<file path="src/rtl/uvma_axil_xact_ctrl.sv">
`default_nettype none
// ============================================================================
// Module   : uvma_axil_xact_ctrl
// Brief    : Single-outstanding AXI-Lite master sequencer (req/rsp to AW/W/B, AR/R).
//            Optional watchdog: define UVMA_AXIL_XACT_CTRL_TIMEOUT_EN.
// Revision : 1.0  initial release
// ============================================================================
module uvma_axil_xact_ctrl #(
  parameter int ADDR_WIDTH     = 32,
  parameter int DATA_WIDTH     = 32,
  parameter int TIMEOUT_CYCLES = 256
) (
  input  logic                    clk,
  input  logic                    reset,
  input  logic                    req_valid,
  output logic                    req_ready,
  input  logic                    req_we,
  input  logic [ADDR_WIDTH-1:0]   req_addr,
  input  logic [DATA_WIDTH-1:0]   req_wdata,
  input  logic [DATA_WIDTH/8-1:0] req_wstrb,
  output logic                    rsp_valid,
  output logic [DATA_WIDTH-1:0]   rsp_rdata,
  output logic [1:0]              rsp_resp,
  output logic [ADDR_WIDTH-1:0]   awaddr,
  output logic                    awvalid,
  input  logic                    awready,
  output logic [DATA_WIDTH-1:0]   wdata,
  output logic [DATA_WIDTH/8-1:0] wstrb,
  output logic                    wvalid,
  input  logic                    wready,
  input  logic [1:0]              bresp,
  input  logic                    bvalid,
  output logic                    bready,
  output logic [ADDR_WIDTH-1:0]   araddr,
  output logic                    arvalid,
  input  logic                    arready,
  input  logic [DATA_WIDTH-1:0]   rdata,
  input  logic [1:0]              rresp,
  input  logic                    rvalid,
  output logic                    rready
);

  localparam int STRB_WIDTH = DATA_WIDTH / 8;

  typedef enum logic [2:0] {
    IDLE    = 3'd0,
    WR_REQ  = 3'd1,
    WR_RESP = 3'd2,
    RD_REQ  = 3'd3,
    RD_RESP = 3'd4
  } state_t;

  state_t                  r_state;
  state_t                  w_state_nxt;
  logic                    r_aw_done;
  logic                    r_w_done;
  logic                    w_aw_done_nxt;
  logic                    w_w_done_nxt;
  logic [ADDR_WIDTH-1:0]   r_addr;
  logic [DATA_WIDTH-1:0]   r_wdata;
  logic [STRB_WIDTH-1:0]   r_wstrb;
  logic                    r_rsp_valid;
  logic [DATA_WIDTH-1:0]   r_rsp_rdata;
  logic [1:0]              r_rsp_resp;
  logic                    w_accept;
  logic                    w_b_fire;
  logic                    w_r_fire;
  logic                    w_timeout;

  assign req_ready = (r_state == IDLE) && !reset;
  assign w_accept  = req_valid && req_ready;

  // AW and W are tracked separately so their handshakes may land in any order.
  assign awvalid = (r_state == WR_REQ) && !r_aw_done;
  assign wvalid  = (r_state == WR_REQ) && !r_w_done;
  assign bready  = (r_state == WR_RESP);
  assign arvalid = (r_state == RD_REQ);
  assign rready  = (r_state == RD_RESP);

  assign awaddr = r_addr;
  assign araddr = r_addr;
  assign wdata  = r_wdata;
  assign wstrb  = r_wstrb;

  assign rsp_valid = r_rsp_valid;
  assign rsp_rdata = r_rsp_rdata;
  assign rsp_resp  = r_rsp_resp;

  assign w_b_fire = bready && bvalid;
  assign w_r_fire = rready && rvalid;

`ifdef UVMA_AXIL_XACT_CTRL_TIMEOUT_EN
  localparam int TMO_W = $clog2(TIMEOUT_CYCLES + 1);
  logic [TMO_W-1:0] r_tmo_cnt;

  always_ff @(posedge clk) begin
    if (reset || w_accept) begin
      r_tmo_cnt <= '0;
    end else if (r_state != IDLE) begin
      r_tmo_cnt <= r_tmo_cnt + 1'b1;
    end
  end

  // Fires in the cycle the count of busy cycles reaches TIMEOUT_CYCLES.
  assign w_timeout = (r_state != IDLE) && (r_tmo_cnt == TMO_W'(TIMEOUT_CYCLES - 1));
`else
  assign w_timeout = 1'b0;
`endif

  always_comb begin
    w_state_nxt   = r_state;
    w_aw_done_nxt = r_aw_done;
    w_w_done_nxt  = r_w_done;
    case (r_state)
      IDLE: begin
        if (w_accept) begin
          w_state_nxt   = req_we ? WR_REQ : RD_REQ;
          w_aw_done_nxt = 1'b0;
          w_w_done_nxt  = 1'b0;
        end
      end
      WR_REQ: begin
        w_aw_done_nxt = r_aw_done || (awvalid && awready);
        w_w_done_nxt  = r_w_done || (wvalid && wready);
        if (w_aw_done_nxt && w_w_done_nxt) w_state_nxt = WR_RESP;
      end
      WR_RESP: if (bvalid)  w_state_nxt = IDLE;
      RD_REQ:  if (arready) w_state_nxt = RD_RESP;
      RD_RESP: if (rvalid)  w_state_nxt = IDLE;
      default: w_state_nxt = IDLE;
    endcase
    if (w_timeout) w_state_nxt = IDLE;
  end

  always_ff @(posedge clk) begin
    if (reset) begin
      r_state     <= IDLE;
      r_aw_done   <= 1'b0;
      r_w_done    <= 1'b0;
      r_addr      <= '0;
      r_wdata     <= '0;
      r_wstrb     <= '0;
      r_rsp_valid <= 1'b0;
      r_rsp_rdata <= '0;
      r_rsp_resp  <= 2'b00;
    end else begin
      r_state     <= w_state_nxt;
      r_aw_done   <= w_aw_done_nxt;
      r_w_done    <= w_w_done_nxt;
      r_rsp_valid <= w_b_fire || w_r_fire || w_timeout;
      if (w_accept) begin
        r_addr  <= req_addr;
        r_wdata <= req_wdata;
        r_wstrb <= req_wstrb;
      end
      // A real response arriving on the watchdog's final cycle takes priority.
      if (w_b_fire) begin
        r_rsp_rdata <= '0;
        r_rsp_resp  <= bresp;
      end else if (w_r_fire) begin
        r_rsp_rdata <= rdata;
        r_rsp_resp  <= rresp;
      end else if (w_timeout) begin
        r_rsp_rdata <= '0;
        r_rsp_resp  <= 2'b10;
      end
    end
  end

endmodule
`default_nettype wire
</file>
<file path="config.mk">
export PLATFORM = sky130hd
export DESIGN_NAME = uvma_axil_xact_ctrl
export DESIGN_NICKNAME = d
export VERILOG_FILES = /design/src/rtl/uvma_axil_xact_ctrl.sv
export SDC_FILE = /design/constraint.sdc
export NUM_CORES = 1
export LEC_CHECK = 0
export BUFFER_PORTS_ARGS = -buffer_cell sky130_fd_sc_hd__buf_4
export CORE_AREA = 2 2 100 102
export DETAILED_ROUTE_END_ITERATION = 12
export DIE_AREA = 0 0 102 104
export GPL_ROUTABILITY_DRIVEN = 1
export HOLD_SLACK_MARGIN = 0.15
export PLACE_DENSITY_LB_ADDON = 0.25
export SKIP_LAST_GASP = 1
export SYNTH_ARGS = -nofsm -noshare
export SYNTH_HDL_FRONTEND = slang
export SYNTH_SLANG_ARGS = --single-unit
</file>
<file path="constraint.sdc">
create_clock -name clk -period 2.7 [get_ports clk]
set_input_delay 0.135 -clock clk [delete_from_list [all_inputs] [get_ports clk]]
set_output_delay 0.135 -clock clk [all_outputs]
set_load 0.01 [all_outputs]
</file>
==> results.tsv <==
stage	metric	value	unit
run_status	status	complete, no violations	
synthesis	Syn Inst Count	525	
clocking	CTS H-tree depth	3	
detailed_routing	post-route ant nets	0	
setup_path	worst-path fanout max	69	
synthesis	Post-synth EDFFs	0	
power_and_ir_drop	leakage	3.20	nW
clocking	largest buffer count on any clock path	2	
power_and_ir_drop	Power Total	3.57	mW
setup_path	CP Data Arrival Time	2.61	ns
timing	Slew Viols, Final	0	
grt	GR peak layer	met2	
die	row cnt	36	
die	die area	0.0106	mm²
detailed_routing	first-pass detailed-route iteration total	4	
synthesis	most frequent cells after synthesis	dfxtp_1 (108), nand2_1 (70), nand2b_1 (70)	
timing	RSZ-0062 raised after global routing	false	
power_and_ir_drop	worst vdd ir	0.000277	V
setup_path	CP Launch Type	flop	
timing	worst hold slack	0.194	ns
timing	Final setup viols	0	
synthesis	Main synth FF type	dfxtp_1	
setup_path	Critical Path End Type	flop	
placement	DP HPWL	8.84	mm
grt	M1 GR Usage	29.6	%
timing	skew final	0.0131	ns
grt	initial antenna violation count	1	
die	Die H	104	µm
clocking	CTS buffer count	9	
layout	Post-Layout Cell Count	974	
power_and_ir_drop	Pint	2.59	mW
synthesis	count leader, synth	dfxtp_1	
power_and_ir_drop	part of the power in the clock network	26.7	%
detailed_routing	drc violations	0	
synthesis	Adder-Cell Fraction of Synth Area	0	%
clocking	clock sink count	108	
synthesis	post-synth design cell area	0.00439	mm²
synthesis	flops & latches, synth	108	
layout	post-route cell area	0.00745	mm²
hold_path	worst hold stages	4	
synthesis	largest family of logic cells by synthesized area	simple AND/OR/NAND/NOR gates	
placement	Buffers on Ports	253	
setup_path	R2R setup slack	0.38	ns
timing	Setup WS post-layout	0.378	ns
synthesis	cell taking the most area after synthesis	dfxtp_1	
grt	first-pass GRT wire length	23.3	mm
synthesis	asr flop ratio synth	0	%
layout	Area Overhead vs Synth	69.8	%
detailed_routing	final wirelength	14.8	mm
placement	placed cell area	0.00609	mm²
clocking	post-CTS sizing	0	
layout	Fillers	647	
grt	Total GRT Usage	27.0	%
die	Core ar.	0.00955	mm²
timing	min Tclk post-route	2.32	ns
clocking	Reg clk slew, reported paths	0.09	ns
timing	final hold vios	0	
power_and_ir_drop	Sw Pwr	975	µW
die	Chip Width	102	µm
timing	slew margin rel.	52.6	%
synthesis	Warnings, synthesis	0	
power_and_ir_drop	sequential power share	49.8	%
timing	measured slew at the worst slew-check pin	0.712	ns
synthesis	post-synthesis simple-gate area fraction	27.1	%
layout	NumNets Final	950	
synthesis	Netlist cell types	24	
detailed_routing	wire length per cell	15.2	µm
synthesis	Post-Synthesis Net Count	638	
hold_path	HP Class	input pin to flop	
placement	Place WS	0.834	ns
die	io pins	254	
die	starting density of the core	46.0	%
power_and_ir_drop	logic gate share of total power	23.4	%
grt	GR Layer Usage met3	6.59	%
timing	Highest Clock Rate	431	MHz
layout	final core utilization	78.0	%
timing	Tcrit/Tclk final	86.0	%
clocking	CTS root buf	clkbuf_8	
synthesis	compound-cell area share of the yosys netlist	12.9	%
setup_path	worst-case reg-to-reg path depth	5	
clocking	Post-CTS Setup Inserts	0	
detailed_routing	vias per inst	4.96	
synthesis	Synth Area per Inst	8.36	µm²
clocking	CTS tree	done	
power_and_ir_drop	switching part of the total	27.3	%
grt	grt met2 use	48.2	%
job	max-cap viol count	0	
power_and_ir_drop	power per cell area	479	mW/mm²
layout	layout cell share with drive strength beyond 1	33.2	%
synthesis	Post-Synth XOR/XNOR Area	0	%
detailed_routing	via count	4835	
placement	GPL Wtd Cong	0.767	
setup_path	WP data required	2.99	ns
setup_path	crit path kind	flop to flop	
timing	Setup TNS	0	ns
detailed_routing	DRT iter0 DRCs	149	
grt	grt total ovfl	0	
grt	vias in the first global route	4915	
grt	largest net degree at the start of global routing	80	
clocking	clk_lat worst skew	0.36	ns
synthesis	register area share after synthesis	49.3	%
synthesis	post-synthesis mux area share	0.257	%
synthesis	top cells by area, synth	dfxtp_1 (49%), nand2b_1 (10%), nand3_1 (7.8%), o21ai_1 (7.8%), buf_4 (6.7%)	
placement	Inst Count DP	841	
synthesis	share of the synthesized area in the top cell type	49.3	%
## final timing paths
kind	from	to
worst min register to register	rsp_rdata[9]$_SDFFE_PP0P_	rsp_rdata[9]$_SDFFE_PP0P_
worst max register to register	r_state[1]$_SDFFE_PP0P_	wdata[7]$_SDFFE_PP0P_
worst min-delay path	arready	r_state[0]$_SDFFE_PP0P_
worst max-delay path	r_state[1]$_SDFFE_PP0P_	wdata[7]$_SDFFE_PP0P_
## layout make-up
cell class	instances	area, µm²	share of cell area, %
sequential	108	2160	29.0
tap	133	166	2.23
timing repair buffer	379	3150	42.3
clock buffer	10	128	1.71
antenna	1	2.50	0.0336
clock inverter	4	52.6	0.705
multi-input combinational	339	1790	24.0
## power groups by stage
stage                     clock (mW)  combinational (mW)  sequential, mW
after floorplan                    0               0.314            1.84
after global placement             0               0.678            1.81
after detailed placement           0               0.687            1.81
after CTS                      0.968               0.825            1.78
after global routing            1.03               0.893            1.79
final                          0.954               0.835            1.78
## what timing repair did
action	CTS	global route
endpoints found under the hold margin	106	0
hold buffers	118	0
setup endpoints to repair	0	0
## per-layer routing
layer | up-vias | routed length, µm
li1 | 2338 | -
met2 | 206 | 7530
met1 | 2250 | 5730
met3 | 41 | 1080
met5 | - | 0
met4 | 0 | 504
## worst max-delay path, stage by stage, from the launching register on
cell,delay (ns)
dfxtp_1,0.47
nor4_4,0.32
buf_4,0.60
nand3_1,0.15
dlygate4sd3_1,0.59
o21ai_1,0.08
## cell families (layout without fill, tap and decap cells)
kind of cell / after synthesis / count (layout)
mux: 1 / 1
buf+inv: 78 / 393
other cells: 0 / 1
simple gates: 229 / 229
compound gates: 109 / 109
flops: 108 / 108
## layout by cell type (no fill, tap or decap)
cell type      synthesis  final
nand2b_1              70     70
nor4b_1                1      1
nor3b_1                3      3
clkbuf_1              25      1
a311oi_1               2      2
o221a_2                1      1
o21ai_1               68     68
nand3b_1               1      1
nand4bb_1              2      2
diode_2                0      1
buf_12                 0      1
a21oi_1               36     36
mux2_2                 1      1
o31a_1                 1      1
nor4bb_4               0      1
nand3_1               68     68
dlygate4sd3_1          0    118
and2_2                 0      1
bufinv_16              0      1
nand2_1               70     70
dfxtp_1              108    108
nor4_4                 1      1
nor2_1                 6      6
buf_4                 39    260
clkinvlp_4             0      3
nor3_1                 4      4
a2111oi_0              1      1
clkbuf_8               0      9
and3b_1                1      1
## flip-flops by register name, indices dropped and copies added (netlist names)
signal     count
araddr        32
rsp_rdata     32
wdata         32
wstrb          4
r_state        3
rsp_resp       2
r_aw_done      1
r_w_done       1
rsp_valid      1
Note: power is estimated with default switching activity, not from simulation.
